**config.mk**
```make
export PLATFORM = sky130hd
export DESIGN_NAME = gpu_pixel_writer_flat
export DESIGN_NICKNAME = d
export VERILOG_FILES = /design/src/rtl/gpu_pixel_writer_pkg.sv /design/src/rtl/gpu_pixel_writer_if.sv /design/src/rtl/gpu_pixel_writer_fifo.sv /design/src/rtl/gpu_pixel_writer.sv /design/src/flat_wrapper.sv
export SDC_FILE = /design/constraint.sdc
export NUM_CORES = 1
export LEC_CHECK = 0
export ABC_AREA = 1
export ABC_CLOCK_PERIOD_IN_PS = 5350
export CORE_AREA = 4 4 146 148
export CTS_BUF_LIST = sky130_fd_sc_hd__clkbuf_4
export DETAILED_ROUTE_END_ITERATION = 6
export DIE_AREA = 0 0 150 152
export PLACE_DENSITY = 0.77
export SETUP_SLACK_MARGIN = 0.5
export SYNTH_ARGS = -nofsm -noshare
export SYNTH_HDL_FRONTEND = slang
export SYNTH_SLANG_ARGS = --single-unit
```
**constraint.sdc**
```tcl
create_clock -name clk -period 5.35 [get_ports clk]
set_input_delay 0.8025 -clock clk [delete_from_list [all_inputs] [get_ports clk]]
set_output_delay 0.8025 -clock clk [all_outputs]
set_load 0.01 [all_outputs]
```
**src/rtl/gpu_pixel_writer_pkg.sv**
```systemverilog
// Shared GPU definitions for the pixel writer: screen geometry, framebuffer
// word layout, the queue entry format and the address helper.
package gpu_pixel_writer_pkg;

  localparam int WIDTH_BITS    = 10;
  localparam int HEIGHT_BITS   = 9;
  localparam int SCREEN_WIDTH  = 640;
  localparam int SCREEN_HEIGHT = 480;
  localparam int FB_ADDR_BITS  = 19;
  localparam int COLOR_BITS    = 24;

  // One queued framebuffer write.
  typedef struct packed {
    logic [FB_ADDR_BITS-1:0] addr;
    logic [COLOR_BITS-1:0]   color;
  } px_entry_t;

  // Linear address y*640 + x built from shifts: 640 = 512 + 128.
  function automatic logic [FB_ADDR_BITS-1:0] pix_addr(
    input logic [WIDTH_BITS-1:0]  x,
    input logic [HEIGHT_BITS-1:0] y
  );
    logic [FB_ADDR_BITS-1:0] y_w;
    y_w = FB_ADDR_BITS'(y);
    return (y_w << 4'd9) + (y_w << 4'd7) + FB_ADDR_BITS'(x);
  endfunction

endpackage

```
**src/rtl/gpu_pixel_writer_if.sv**
```systemverilog
// Framebuffer write bus between the pixel writer (master) and memory (slave).
interface gpu_pixel_writer_if;
  import gpu_pixel_writer_pkg::*;

  logic                    mem_wr_o;
  logic [FB_ADDR_BITS-1:0] mem_addr_o;
  logic [COLOR_BITS-1:0]   mem_data_o;
  logic                    mem_ack_i;

  modport master (
    output mem_wr_o,
    output mem_addr_o,
    output mem_data_o,
    input  mem_ack_i
  );

  modport slave (
    input  mem_wr_o,
    input  mem_addr_o,
    input  mem_data_o,
    output mem_ack_i
  );

endinterface

```
**src/rtl/gpu_pixel_writer_fifo.sv**
```systemverilog
// Synchronous pixel queue. A push while full is accepted only together
// with a pop, so the count never exceeds DEPTH.
module gpu_pixel_fifo #(
  parameter int DEPTH = 4,
  parameter int WIDTH = 43
) (
  input  logic                       clk,
  input  logic                       n_rst,
  input  logic                       push,
  input  logic                       pop,
  input  logic [WIDTH-1:0]           din,
  output logic [WIDTH-1:0]           dout,
  output logic                       full,
  output logic                       empty,
  output logic [$clog2(DEPTH):0]     count
);

  localparam int AW    = $clog2(DEPTH);
  localparam int CNT_W = AW + 1;

  logic [WIDTH-1:0] mem_r [DEPTH];
  logic [AW-1:0]    wr_ptr_r;
  logic [AW-1:0]    rd_ptr_r;
  logic [CNT_W-1:0] count_r;
  logic             do_push_s;
  logic             do_pop_s;

  assign full      = (count_r == CNT_W'(DEPTH));
  assign empty     = (count_r == {CNT_W{1'b0}});
  assign do_pop_s  = pop && !empty;
  assign do_push_s = push && (!full || do_pop_s);
  assign dout      = mem_r[rd_ptr_r];
  assign count     = count_r;

  // Storage write; entries need no reset because count gates their use.
  always_ff @(posedge clk) begin
    if (do_push_s) begin
      mem_r[wr_ptr_r] <= din;
    end
  end

  // Pointer and occupancy bookkeeping.
  always_ff @(posedge clk or negedge n_rst) begin
    if (!n_rst) begin
      wr_ptr_r <= {AW{1'b0}};
      rd_ptr_r <= {AW{1'b0}};
      count_r  <= {CNT_W{1'b0}};
    end else begin
      if (do_push_s) begin
        wr_ptr_r <= wr_ptr_r + AW'(1);
      end
      if (do_pop_s) begin
        rd_ptr_r <= rd_ptr_r + AW'(1);
      end
      count_r <= count_r + CNT_W'(do_push_s) - CNT_W'(do_pop_s);
    end
  end

endmodule

```
**src/rtl/gpu_pixel_writer.sv**
```systemverilog
// Pixel writer: clips fill-engine pixels to the screen, queues on-screen
// ones and streams them to the framebuffer over a request/ack bus.
module gpu_pixel_writer
  import gpu_pixel_writer_pkg::*;
#(
  parameter int FIFO_DEPTH = 4
) (
  input  logic                   clk,
  input  logic                   n_rst,
  input  logic                   px_valid_i,
  input  logic [WIDTH_BITS-1:0]  X_i,
  input  logic [HEIGHT_BITS-1:0] Y_i,
  input  logic [COLOR_BITS-1:0]  color_i,
  input  logic                   done_i,
  output logic                   stall_o,
  gpu_pixel_writer_if.master     mem,
  output logic                   busy_o,
  output logic                   done_o,
  output logic [15:0]            clip_cnt_o,
  output logic                   ovf_o
);

  localparam int CNT_W = $clog2(FIFO_DEPTH) + 1;

  typedef enum logic [0:0] {
    ST_IDLE = 1'b0,
    ST_REQ  = 1'b1
  } state_t;

  state_t           state_r;
  state_t           state_next_s;
  px_entry_t        push_entry_s;
  px_entry_t        head_s;
  logic [$bits(px_entry_t)-1:0] fifo_dout_s;
  logic             fifo_full_s;
  logic             fifo_empty_s;
  logic [CNT_W-1:0] count_s;
  logic [CNT_W-1:0] count_next_s;
  logic             on_screen_s;
  logic             pop_s;
  logic             accept_s;
  logic             push_s;
  logic             clip_s;
  logic             drop_s;
  logic             pend_eff_s;
  logic             fire_s;

  logic             stall_r;
  logic             busy_r;
  logic             done_r;
  logic             pending_r;
  logic [15:0]      clip_cnt_r;
  logic             ovf_r;

  gpu_pixel_fifo #(
    .DEPTH (FIFO_DEPTH),
    .WIDTH ($bits(px_entry_t))
  ) u_fifo (
    .clk   (clk),
    .n_rst (n_rst),
    .push  (push_s),
    .pop   (pop_s),
    .din   (push_entry_s),
    .dout  (fifo_dout_s),
    .full  (fifo_full_s),
    .empty (fifo_empty_s),
    .count (count_s)
  );

  assign head_s = fifo_dout_s;

  // Accept/clip/drop decisions and the queue occupancy after this cycle.
  always_comb begin
    on_screen_s  = (X_i < WIDTH_BITS'(SCREEN_WIDTH)) && (Y_i < HEIGHT_BITS'(SCREEN_HEIGHT));
    pop_s        = (state_r == ST_REQ) && mem.mem_ack_i && !fifo_empty_s;
    accept_s     = px_valid_i && (!fifo_full_s || pop_s);
    push_s       = accept_s && on_screen_s;
    clip_s       = accept_s && !on_screen_s;
    drop_s       = px_valid_i && !accept_s;
    push_entry_s = '{addr: pix_addr(X_i, Y_i), color: color_i};
    count_next_s = count_s + CNT_W'(push_s) - CNT_W'(pop_s);
  end

  // Next-state logic; leaving IDLE on the push itself gives one-cycle latency.
  always_comb begin
    state_next_s = state_r;
    case (state_r)
      ST_IDLE: begin
        if (count_next_s != {CNT_W{1'b0}}) begin
          state_next_s = ST_REQ;
        end else begin
          state_next_s = ST_IDLE;
        end
      end
      ST_REQ: begin
        if (pop_s && (count_next_s == {CNT_W{1'b0}})) begin
          state_next_s = ST_IDLE;
        end else begin
          state_next_s = ST_REQ;
        end
      end
      default: state_next_s = ST_IDLE;
    endcase
  end

  // Shape-complete detection: a done seen now or earlier, with nothing left to write.
  always_comb begin
    pend_eff_s = pending_r || done_i;
    fire_s     = pend_eff_s && (count_next_s == {CNT_W{1'b0}}) && (state_next_s == ST_IDLE);
  end

  // FSM state register.
  always_ff @(posedge clk or negedge n_rst) begin
    if (!n_rst) begin
      state_r <= ST_IDLE;
    end else begin
      state_r <= state_next_s;
    end
  end

  // Registered status outputs, done tracking and error counters.
  always_ff @(posedge clk or negedge n_rst) begin
    if (!n_rst) begin
      stall_r    <= 1'b0;
      busy_r     <= 1'b0;
      done_r     <= 1'b0;
      pending_r  <= 1'b0;
      clip_cnt_r <= 16'h0000;
      ovf_r      <= 1'b0;
    end else begin
      stall_r   <= (count_next_s >= CNT_W'(FIFO_DEPTH - 1));
      busy_r    <= (count_next_s != {CNT_W{1'b0}}) || (state_next_s == ST_REQ);
      done_r    <= fire_s;
      pending_r <= pend_eff_s && !fire_s;
      if (clip_s && (clip_cnt_r != 16'hFFFF)) begin
        clip_cnt_r <= clip_cnt_r + 16'h0001;
      end
      if (drop_s) begin
        ovf_r <= 1'b1;
      end
    end
  end

  // Bus is driven from the state flop and the queue head; zero whenever idle.
  assign mem.mem_wr_o   = (state_r == ST_REQ);
  assign mem.mem_addr_o = (state_r == ST_REQ) ? head_s.addr  : {FB_ADDR_BITS{1'b0}};
  assign mem.mem_data_o = (state_r == ST_REQ) ? head_s.color : {COLOR_BITS{1'b0}};

  assign stall_o    = stall_r;
  assign busy_o     = busy_r;
  assign done_o     = done_r;
  assign clip_cnt_o = clip_cnt_r;
  assign ovf_o      = ovf_r;

endmodule

```
**src/flat_wrapper.sv**
```systemverilog
// flat-port wrapper written by rule: the top's interface ports become plain ports
module gpu_pixel_writer_flat import gpu_pixel_writer_pkg::*;
#(
  parameter int FIFO_DEPTH = 4
)
  (clk, n_rst, px_valid_i, X_i, Y_i, color_i, done_i, stall_o, busy_o, done_o, clip_cnt_o, ovf_o, mem_mem_wr_o, mem_mem_addr_o, mem_mem_data_o, mem_mem_ack_i);
  gpu_pixel_writer_if mem_i ();
  input  logic clk;
  input  logic n_rst;
  input  logic px_valid_i;
  input  logic [WIDTH_BITS-1:0] X_i;
  input  logic [HEIGHT_BITS-1:0] Y_i;
  input  logic [COLOR_BITS-1:0] color_i;
  input  logic done_i;
  output logic stall_o;
  output logic busy_o;
  output logic done_o;
  output logic [15:0] clip_cnt_o;
  output logic ovf_o;
  output wire logic [$bits(mem_i.mem_wr_o)-1:0] mem_mem_wr_o;
  output wire logic [$bits(mem_i.mem_addr_o)-1:0] mem_mem_addr_o;
  output wire logic [$bits(mem_i.mem_data_o)-1:0] mem_mem_data_o;
  input wire logic [$bits(mem_i.mem_ack_i)-1:0] mem_mem_ack_i;
  assign mem_mem_wr_o = mem_i.mem_wr_o;
  assign mem_mem_addr_o = mem_i.mem_addr_o;
  assign mem_mem_data_o = mem_i.mem_data_o;
  assign mem_i.mem_ack_i = mem_mem_ack_i;
  gpu_pixel_writer #(.FIFO_DEPTH(FIFO_DEPTH)) u_core (.clk(clk), .n_rst(n_rst), .px_valid_i(px_valid_i), .X_i(X_i), .Y_i(Y_i), .color_i(color_i), .done_i(done_i), .stall_o(stall_o), .mem(mem_i), .busy_o(busy_o), .done_o(done_o), .clip_cnt_o(clip_cnt_o), .ovf_o(ovf_o));
endmodule
```
==> flow_summary.ini, run 1 <==
[place]
io_buffers = 111
post-place-cells = 1179
place_worst_setup_slack_ns = 1.605
hpwlAfterDp_mm = 12.25
gp_congestion = 0.8036

[synth]
yosys.area.top_type = edfxtp_1
ys_ff_latch = 201
synth_nets = 899
yosysTopAreaCellShare_pct = 58.06
yosysUniqueCellTypes = 28
synth-warning-count = 0
ys_top_cells_by_area = edfxtp_1 58%, nor2_1 8.7%, dfrtp_1 8.2%, o21ai_0 5.2%, nand2_1 4.8%
synth-seq-area-share_pct = 66.22
syn_avg_cell_area_um2 = 10.84
netlist_area_um2 = 8896
netlist_instances = 821

[clocking]
cts_hold_buffers = 0
clockBufferDepth = 3
cts_sinks = 201
post_cts_buffers = 0
insertion_delay_ns = 0.63
cts_root_buf = clkbuf_4
cts-resized-gates = 0
htreeDepth = 2
cts.reportedPaths.clkPinSlew_ns = 0.06
cts_tree = built
numCtsBuffers = 50

[sta]
tightest_slew_ns = 1.219
finalHoldViolations = 0
hold_slack_ns = 0.4963
setup_viol = 0
finClkSkew_ns = 0.04013
finalSetupTns_ns = 0
finalCriticalPeriod_ns = 4.025
slew_headroom_pct = 18.58
grt_setup_unrepaired = false
finalWorstSetupSlack_ns = 1.325
finalCritPeriodShare_pct = 75.24
maxSlewViolCount = 0
max_freq_ghz = 0.2484

[power_and_ir_drop]
p_per_area_nw_per_um2 = 491.4
cellLeakagePower_nw = 4.141
irDropWorstVdd_mv = 0.3515

[floorplan]
coreArea_um2 = 20040
die_width_um = 150
die_area_um2 = 22800
ios = 112
initial_utilization_pct = 44.39
rows = 52
die_y_um = 152

[layout]
fill_cells = 1733
fin_cells = 1269
area_growth_pct = 23.08
fin_nets = 1039
final_core_util_pct = 54.64
drive_gt1_share_pct = 10.83

[route]
wirelength_mm = 19.33
via_per_inst = 4.974
first_pass_iters = 5
vias = 6312
drtIter0Drc = 402
wl_per_cell_um = 15.23
drc = 0
ant_nets = 0

[worst_setup_path]
cp.required_ns = 4.55
end_kind = output pin
critical_path_arrival_ns = 3.22
critPathKind = reg2out
worstPathMaxFanout = 44
worstSetupStartpointType = flip-flop
r2r_slack_ns = 2.59

[outcome]
status = finished, final reports clean

[global_routing]
antenna_found_initial = 2
first_global_vias = 6219
grt_pass1_wl_mm = 30.78
grt_max_degree = 89
track_usage_pct = 16.75
overflow = 0

[job]
maxCapViolCount = 0

[worst_hold_path]
hold_class = reg2reg
==> state kept, by name, indices dropped and copies added (netlist names) <==
name and flops:
u_core.u_fifo.rd_ptr_r 2, u_core.busy_o 1, u_core.stall_o 1, u_core.pending_r 1, u_core.ovf_o 1, u_core.u_fifo.wr_ptr_r 2, u_core.clip_cnt_o 16, u_core.done_o 1
u_core.u_fifo.mem_r 172, u_core.mem.mem_wr_o 1, u_core.u_fifo.count 3
==> metrics by stage <==
stage	power [mW]	area, µm²
floorplan	3.258	8896
global placement	4.155	10310
finish	5.381	10950
global route	5.773	10950
detailed placement	4.209	10310
CTS	5.458	10940
==> synth_stat cells, drive strengths merged <==
cell,n
a21o,2
a21oi,51
a22oi,1
buf,14
clkbuf,20
clkinv,2
dfrtp,29
edfxtp,172
fa,4
ha,26
inv,37
nand2,115
nand3,18
nand3b,4
nand4,6
nor2,209
o21ai,92
o21bai,2
xnor2,7
xor2,10
==> final timing paths <==
check                                           from                        end  cells after the start
max reg2reg                      u_core.mem.mem_wr_o           u_core.pending_r                     13
min                                     u_core.ovf_o               u_core.ovf_o                      1
max in group asynchronous                      n_rst  u_core.u_fifo.rd_ptr_r[1]                      2
max                        u_core.u_fifo.rd_ptr_r[1]         mem_mem_data_o[11]                      6
min reg2reg                             u_core.ovf_o               u_core.ovf_o                      1
min in group asynchronous                      n_rst      u_core.clip_cnt_o[15]                      2
==> area by class of cell <==
class | count | area, µm² | area share (%)
flip-flops and latches | 201 | 5893 | 53.82
inverters | 39 | 146.4 | 1.337
clock inverters | 8 | 33.78 | 0.3085
well taps | 270 | 337.8 | 3.085
repair buffers | 122 | 1194 | 10.90
multi-input cells | 547 | 2739 | 25.01
clock buffers | 80 | 600.6 | 5.485
diodes | 2 | 5.005 | 0.04571
==> layout by cell type, fill, tap and decap left out, drive strengths merged, types with 2 or more instances in the layout <==
cell type      Yosys  final
a21o               2      2
a21oi             51     51
buf               14     11
clkbuf            20     80
clkdlybuf4s50      0    111
clkinv             2      8
dfrtp             29     29
diode              0      2
edfxtp           172    172
fa                 4      4
ha                26     26
inv               37     38
nand2            115    115
nand3             18     18
nand3b             4      4
nand4              6      6
nor2             209    209
o21ai             92     92
o21bai             2      2
xnor2              7      7
xor2              10     10
==> power by group <==
group          switching, mW  total (mW)  internal (mW)
logic                   1.16        2.06          0.901
clock network          0.554        1.22          0.671
registers              0.136        2.09           1.96
==> critical path, cell delays in order (launching register included) <==
cell	delay [ns]
dfrtp_2	0.98
clkinv_1	0.21
buf_4	0.31
nor2_1	0.15
o21ai_0	0.10
a21oi_1	0.26
clkdlybuf4s50_1	0.59
==> metal layers <==
layer	GRT usage [%]	up-vias	wire (µm)
met5	0	-	0
met4	5.969	0	395
met3	3.962	32	1232
met2	28.69	178	9656
met1	20.65	2980	8042
li1	-	3122	-
==> cells by family (layout without fill, tap and decap cells) <==
family / after synthesis / in the layout / share of synthesized area, %
xor+xnor: 17 / 17 / 1.674
fa+ha+maj: 30 / 30 / 4.557
simple gates: 352 / 352 / 15.75
other cells: 0 / 2 / 0
compound gates: 148 / 148 / 8.467
buf+inv: 73 / 249 / 3.333
flops: 201 / 201 / 66.22
Note: power is estimated with default switching activity, not from simulation.
==> run 2: changes to the inputs <==
Settings changed: ABC_CLOCK_PERIOD_IN_PS 5350 to 3650, PLACE_DENSITY 0.77 to 0.8.
Clock period 5.35 ns to 3.65 ns, I/O delays scaled along.
==> flow_summary.ini, run 2 (synthesis results as in run 1) <==
[floorplan]
ios = 112
die_width_um = 150
initial_utilization_pct = 44.39
rows = 52
coreArea_um2 = 20040
die_y_um = 152
die_area_um2 = 22800

[worst_hold_path]
hold_class = in2async

[worst_setup_path]
critical_path_arrival_ns = 2.54
r2r_cells = 13
cp_num_buf_inv = 2
end_kind = output pin
cp.required_ns = 3.10
worstPathMaxFanout = 44
r2r-start = u_core.mem.mem_wr_o
r2r_end = u_core.pending_r
cpPeakStageDelay_ns = 0.56
cp_cell_sequence = clkbuf_16, nor2_1, nor2_1, o21ai_0, a21oi_1, clkdlybuf4s50_1
worstSetupStartpointType = flip-flop
cp_slowest_cell = clkdlybuf4s50_1
critPathTopFamily = buffers and inverters
critPathKind = reg2out
r2r_slack_ns = 1.06
path_common_cell = nor2_1

[route]
wirelength_mm = 20.40
vias = 6411
via_per_inst = 5.020
first_pass_iters = 7
drtIter0Drc = 402
drc = 0
ant_nets = 0
wl_per_cell_um = 15.98

[place]
io_buffers = 111
gp_congestion = 0.8425
hpwlAfterDp_mm = 11.85
place_area_um2 = 10430
post-place-cells = 1183

[clocking]
insertion_delay_ns = 0.66
clockBufferDepth = 3
htreeDepth = 2
numCtsBuffers = 49
cts_sinks = 201
cts_root_buf = clkbuf_4
cts.reportedPaths.clkPinSlew_ns = 0.07
cts_tree = built

[sta]
finalCriticalPeriod_ns = 3.086
finalHoldViolations = 0
max_freq_ghz = 0.3240
finalSetupTns_ns = 0
setup_viol = 0
slew_headroom_pct = 38.94
tightest_slew_ns = 0.9130
maxSlewViolCount = 0
finalCritPeriodShare_pct = 84.55
finClkSkew_ns = 0.04292
grt_setup_unrepaired = true

[layout]
multi_input_area_um2 = 2746
area_growth_pct = 25.47
final_core_util_pct = 55.70
fin_cells = 1277
drive_gt1_share_pct = 11.33
ff_latch_area_um2 = 5893
largest_register = u_core.u_fifo.mem_r
final_common_cell = nor2_1
layout_common_cells = 202 x nor2_1, 172 x edfxtp_1, 113 x nand2_1, 110 x clkdlybuf4s50_1, 92 x o21ai_0
largest_reg_flops = 172
fin_nets = 1045
design_area_um2 = 11160
fill_cells = 1733

[global_routing]
overflow = 0
antenna_found_initial = 1
grt_pass1_wl_mm = 31.13
first_global_vias = 6296
grt_max_degree = 89
track_usage_pct = 16.99

[power_and_ir_drop]
irDropWorstVdd_mv = 0.2879
total_power_mw = 8.134
cellLeakagePower_nw = 4.235
p_per_area_nw_per_um2 = 728.7

[outcome]
status = finished, final reports clean

[job]
maxCapViolCount = 0
run 2: cell types whose count changed in the layout (fill, tap and decap cells not counted), sizes merged:
cell	delta
diode	-1
clkinv	+12
clkinvlp	-1
clkdlybuf4s50	-1
clkbuf	-7
dlymetal6s2s	+1
inv	+1
buf	+4
run 2: routing by layer:
metal | vias to the layer above | track usage (%) | part of all wire (%)
met5 | - | 0 | 0
met4 | 0 | 6.449 | 2.1
met3 | 33 | 3.217 | 6.2
met2 | 221 | 29.12 | 49
met1 | 3017 | 21.30 | 43
li1 | 3140 | - | -
run 2: stage by stage:
step / setup slack [ns] / hold WS (ns)
global route: 0.4651 / 0.4642
detailed placement: 0.3308 / 0.4718
global placement: 0.3690 / 0.4747
floorplan: 0.2302 / 0.2519
finish: 0.5638 / 0.4312
CTS: 0.4659 / 0.4169
run 2: worst max-delay path by stage:
stage	start	to	slack [ns]	cells past startpoint
2_1_floorplan	X_i[7]	u_core.u_fifo.mem_r[0][0]	0.23	5
3_3_place_gp	Y_i[8]	u_core.pending_r	0.37	13
3_5_place_dp	Y_i[8]	u_core.pending_r	0.33	13
4_1_cts	u_core.u_fifo.rd_ptr_r[0]	mem_mem_addr_o[13]	0.47	6
5_1_grt	u_core.u_fifo.rd_ptr_r[0]	mem_mem_addr_o[2]	0.47	6
6_report	u_core.u_fifo.rd_ptr_r[0]	mem_mem_data_o[12]	0.56	6
run 2: repair_timing:
item	4_1_cts	5_1_grt
setup endpoints to repair	33	33
pin swaps	0	1
buffers inserted	0	0
hold buffers	0	0
cloned	0	3
gates resized for setup	2	9
hold endpoints to repair	0	0
run 2: worst register-to-register path, stage by stage (launching register included):
cell and delay [ns]:
dfrtp_1 0.40, nand2_1 0.11, nand3_1 0.15, nand2_1 0.09
nor2_1 0.26, inv_1 0.10, ha_1 0.28, inv_1 0.04
ha_1 0.18, fa_1 0.38, xor2_1 0.27, nand2_1 0.08
nor2_1 0.09, nor2_1 0.04
run 2: final cells by class:
cell class / instances / area share [%]
multi-input cells: 547 / 24.60
repair buffers: 129 / 12.64
clock inverters: 20 / 0.8183
clock buffers: 70 / 4.708
inverters: 39 / 1.379
diodes: 1 / 0.02242
flip-flops and latches: 201 / 52.80
well taps: 270 / 3.027
run 2: where the power goes:
group	leakage, nW	switching (mW)	internal, mW	total, mW
sequential	1.93	0.139	2.87	3.01
clock	0.373	0.874	0.896	1.77
combinational	1.94	1.87	1.49	3.36
==> run 3: changes to the inputs <==
Settings changed: ABC_CLOCK_PERIOD_IN_PS 3650 to 3050, PLACE_DENSITY 0.8 to 0.77.
Clock period 3.65 ns to 3.05 ns, I/O delays scaled along.
==> flow_summary.ini, run 3 (synthesis results as in run 1) <==
[sta]
max_freq_ghz = 0.3992
finalCritPeriodShare_pct = 82.13
tightest_slew_ns = 0.6481
finalCriticalPeriod_ns = 2.505
finalSetupTns_ns = 0
maxSlewViolCount = 0
finalHoldViolations = 0
setup_viol = 0
slew_headroom_pct = 56.79
grt_setup_unrepaired = true
finClkSkew_ns = 0.02384
finalWorstSetupSlack_ns = 0.5452
hold_slack_ns = 0.2294

[clocking]
cts.reportedPaths.clkPinSlew_ns = 0.07
numCtsBuffers = 51
htreeDepth = 2
cts_sinks = 201
cts_tree = built
cts_root_buf = clkbuf_4
clockBufferDepth = 3
insertion_delay_ns = 0.64
cts_hold_buffers = 0

[worst_hold_path]
hold_class = in2async

[worst_setup_path]
worstSetupStartpointType = flip-flop
end_kind = output pin
path_common_cell = buf_12
critical_path_arrival_ns = 2.05
cpPeakStageDelay_ns = 0.54
critPathTopFamily = buffers and inverters
cp.required_ns = 2.59
cp_num_buf_inv = 5
cp_cell_sequence = buf_12, inv_16, buf_12, buf_16, o21ai_2, a21oi_1, buf_2
critPathKind = reg2out
worstPathMaxFanout = 7
cp_slowest_cell = dfrtp_4

[place]
post-place-cells = 1189
hpwlAfterDp_mm = 11.48
gp_congestion = 0.7910
io_buffers = 111
place_worst_setup_slack_ns = -0.03084
place_area_um2 = 10460

[floorplan]
rows = 52
die_y_um = 152
ios = 112
coreArea_um2 = 20040
initial_utilization_pct = 44.39
die_width_um = 150
die_area_um2 = 22800

[layout]
area_growth_pct = 30.93
fin_cells = 1312
largest_reg_flops = 172
layout_common_cells = 186 x nor2_1, 172 x edfxtp_1, 113 x nand2_1, 68 x clkdlybuf4s50_1, 67 x clkbuf_4
drive_gt1_share_pct = 22.98
final_common_cell = nor2_1
fin_nets = 1078
design_area_um2 = 11650
largest_register = u_core.u_fifo.mem_r

[route]
ant_nets = 0
drc = 0
drtIter0Drc = 326
first_pass_iters = 5
wirelength_mm = 21.70
via_per_inst = 5.043
wl_per_cell_um = 16.54
vias = 6617

[power_and_ir_drop]
power_frac_seq_pct = 34.7
clkPwrFrac_pct = 20.1
combinationalPowerShare_pct = 45.2
switching_share_pct = 37.06
switchingPower_mw = 3.870
irDropWorstVdd_mv = 0.4906
cellLeakagePower_nw = 4.515
intPower_mw = 6.573
p_per_area_nw_per_um2 = 896.6

[outcome]
status = finished, final reports clean

[global_routing]
overflow = 0
antenna_found_initial = 1
first_global_vias = 6380
grt_max_degree = 45
grt_pass1_wl_mm = 32.69
track_usage_pct = 17.92

[job]
maxCapViolCount = 0
-- run 3: worst paths after layout --
| kind | from | end | slack, ns | cells past startpoint |
|---|---|---|---|---|
| min reg2reg | u_core.pending_r | u_core.pending_r | 0.49 | 2 |
| max in group asynchronous | n_rst | u_core.u_fifo.rd_ptr_r[0] | 2.48 | 2 |
| min in group clk | X_i[2] | u_core.u_fifo.mem_r[1][26] | 0.46 | 1 |
| min | n_rst | u_core.clip_cnt_o[13] | 0.23 | 2 |
| max reg2reg | u_core.mem.mem_wr_o | u_core.pending_r | 0.76 | 13 |
| max | u_core.u_fifo.rd_ptr_r[0] | mem_mem_data_o[10] | 0.55 | 7 |
-- run 3: what timing repair did --
| action | in CTS | in global routing |
|---|---|---|
| gates cloned | 8 | 5 |
| setup endpoints to repair | 43 | 44 |
| pin swaps | 18 | 50 |
| setup buffers | 14 | 1 |
| resized for setup | 205 | 117 |
-- run 3: cell type report --
cell class / count / area, µm²
Sequential cell: 201 / 5896
Clock buffer: 67 / 503.0
Timing Repair Buffer: 159 / 1685
Timing Repair inverter: 1 / 6.256
Clock inverter: 26 / 102.6
Antenna cell: 2 / 5.005
Inverter: 39 / 163.9
Tap cell: 270 / 337.8
Multi-Input combinational cell: 547 / 2948
Fill cell: 1679 / 8392
-- run 3: metrics by stage --
| stage | power [mW] | util, % |
|---|---|---|
| finish | 10.44 | 58.12 |
| global placement | 7.402 | 52.20 |
| CTS | 9.945 | 56.43 |
| global route | 11.17 | 58.12 |
| floorplan | 5.714 | - |
| detailed placement | 7.489 | 52.20 |
-- run 3: power by group through the flow --
stage          clock network, mW  logic, mW  registers [mW]
2_1_floorplan                  0       2.10            3.62
3_3_place_gp                   0       3.79            3.61
3_5_place_dp                   0       3.86            3.63
4_1_cts                     2.14       4.21            3.60
5_1_grt                     2.34       5.17            3.65
6_report                    2.10       4.72            3.62
-- run 3: metal layers --
| layer | vias to the layer above | share of wire [%] | global-route usage [%] |
|---|---|---|---|
| li1 | 3219 | - | - |
| met1 | 3153 | 42 | 23.24 |
| met2 | 205 | 50 | 30.21 |
| met3 | 40 | 6.4 | 4.438 |
| met4 | 0 | 2.5 | 4.575 |
| met5 | - | 0 | 0 |
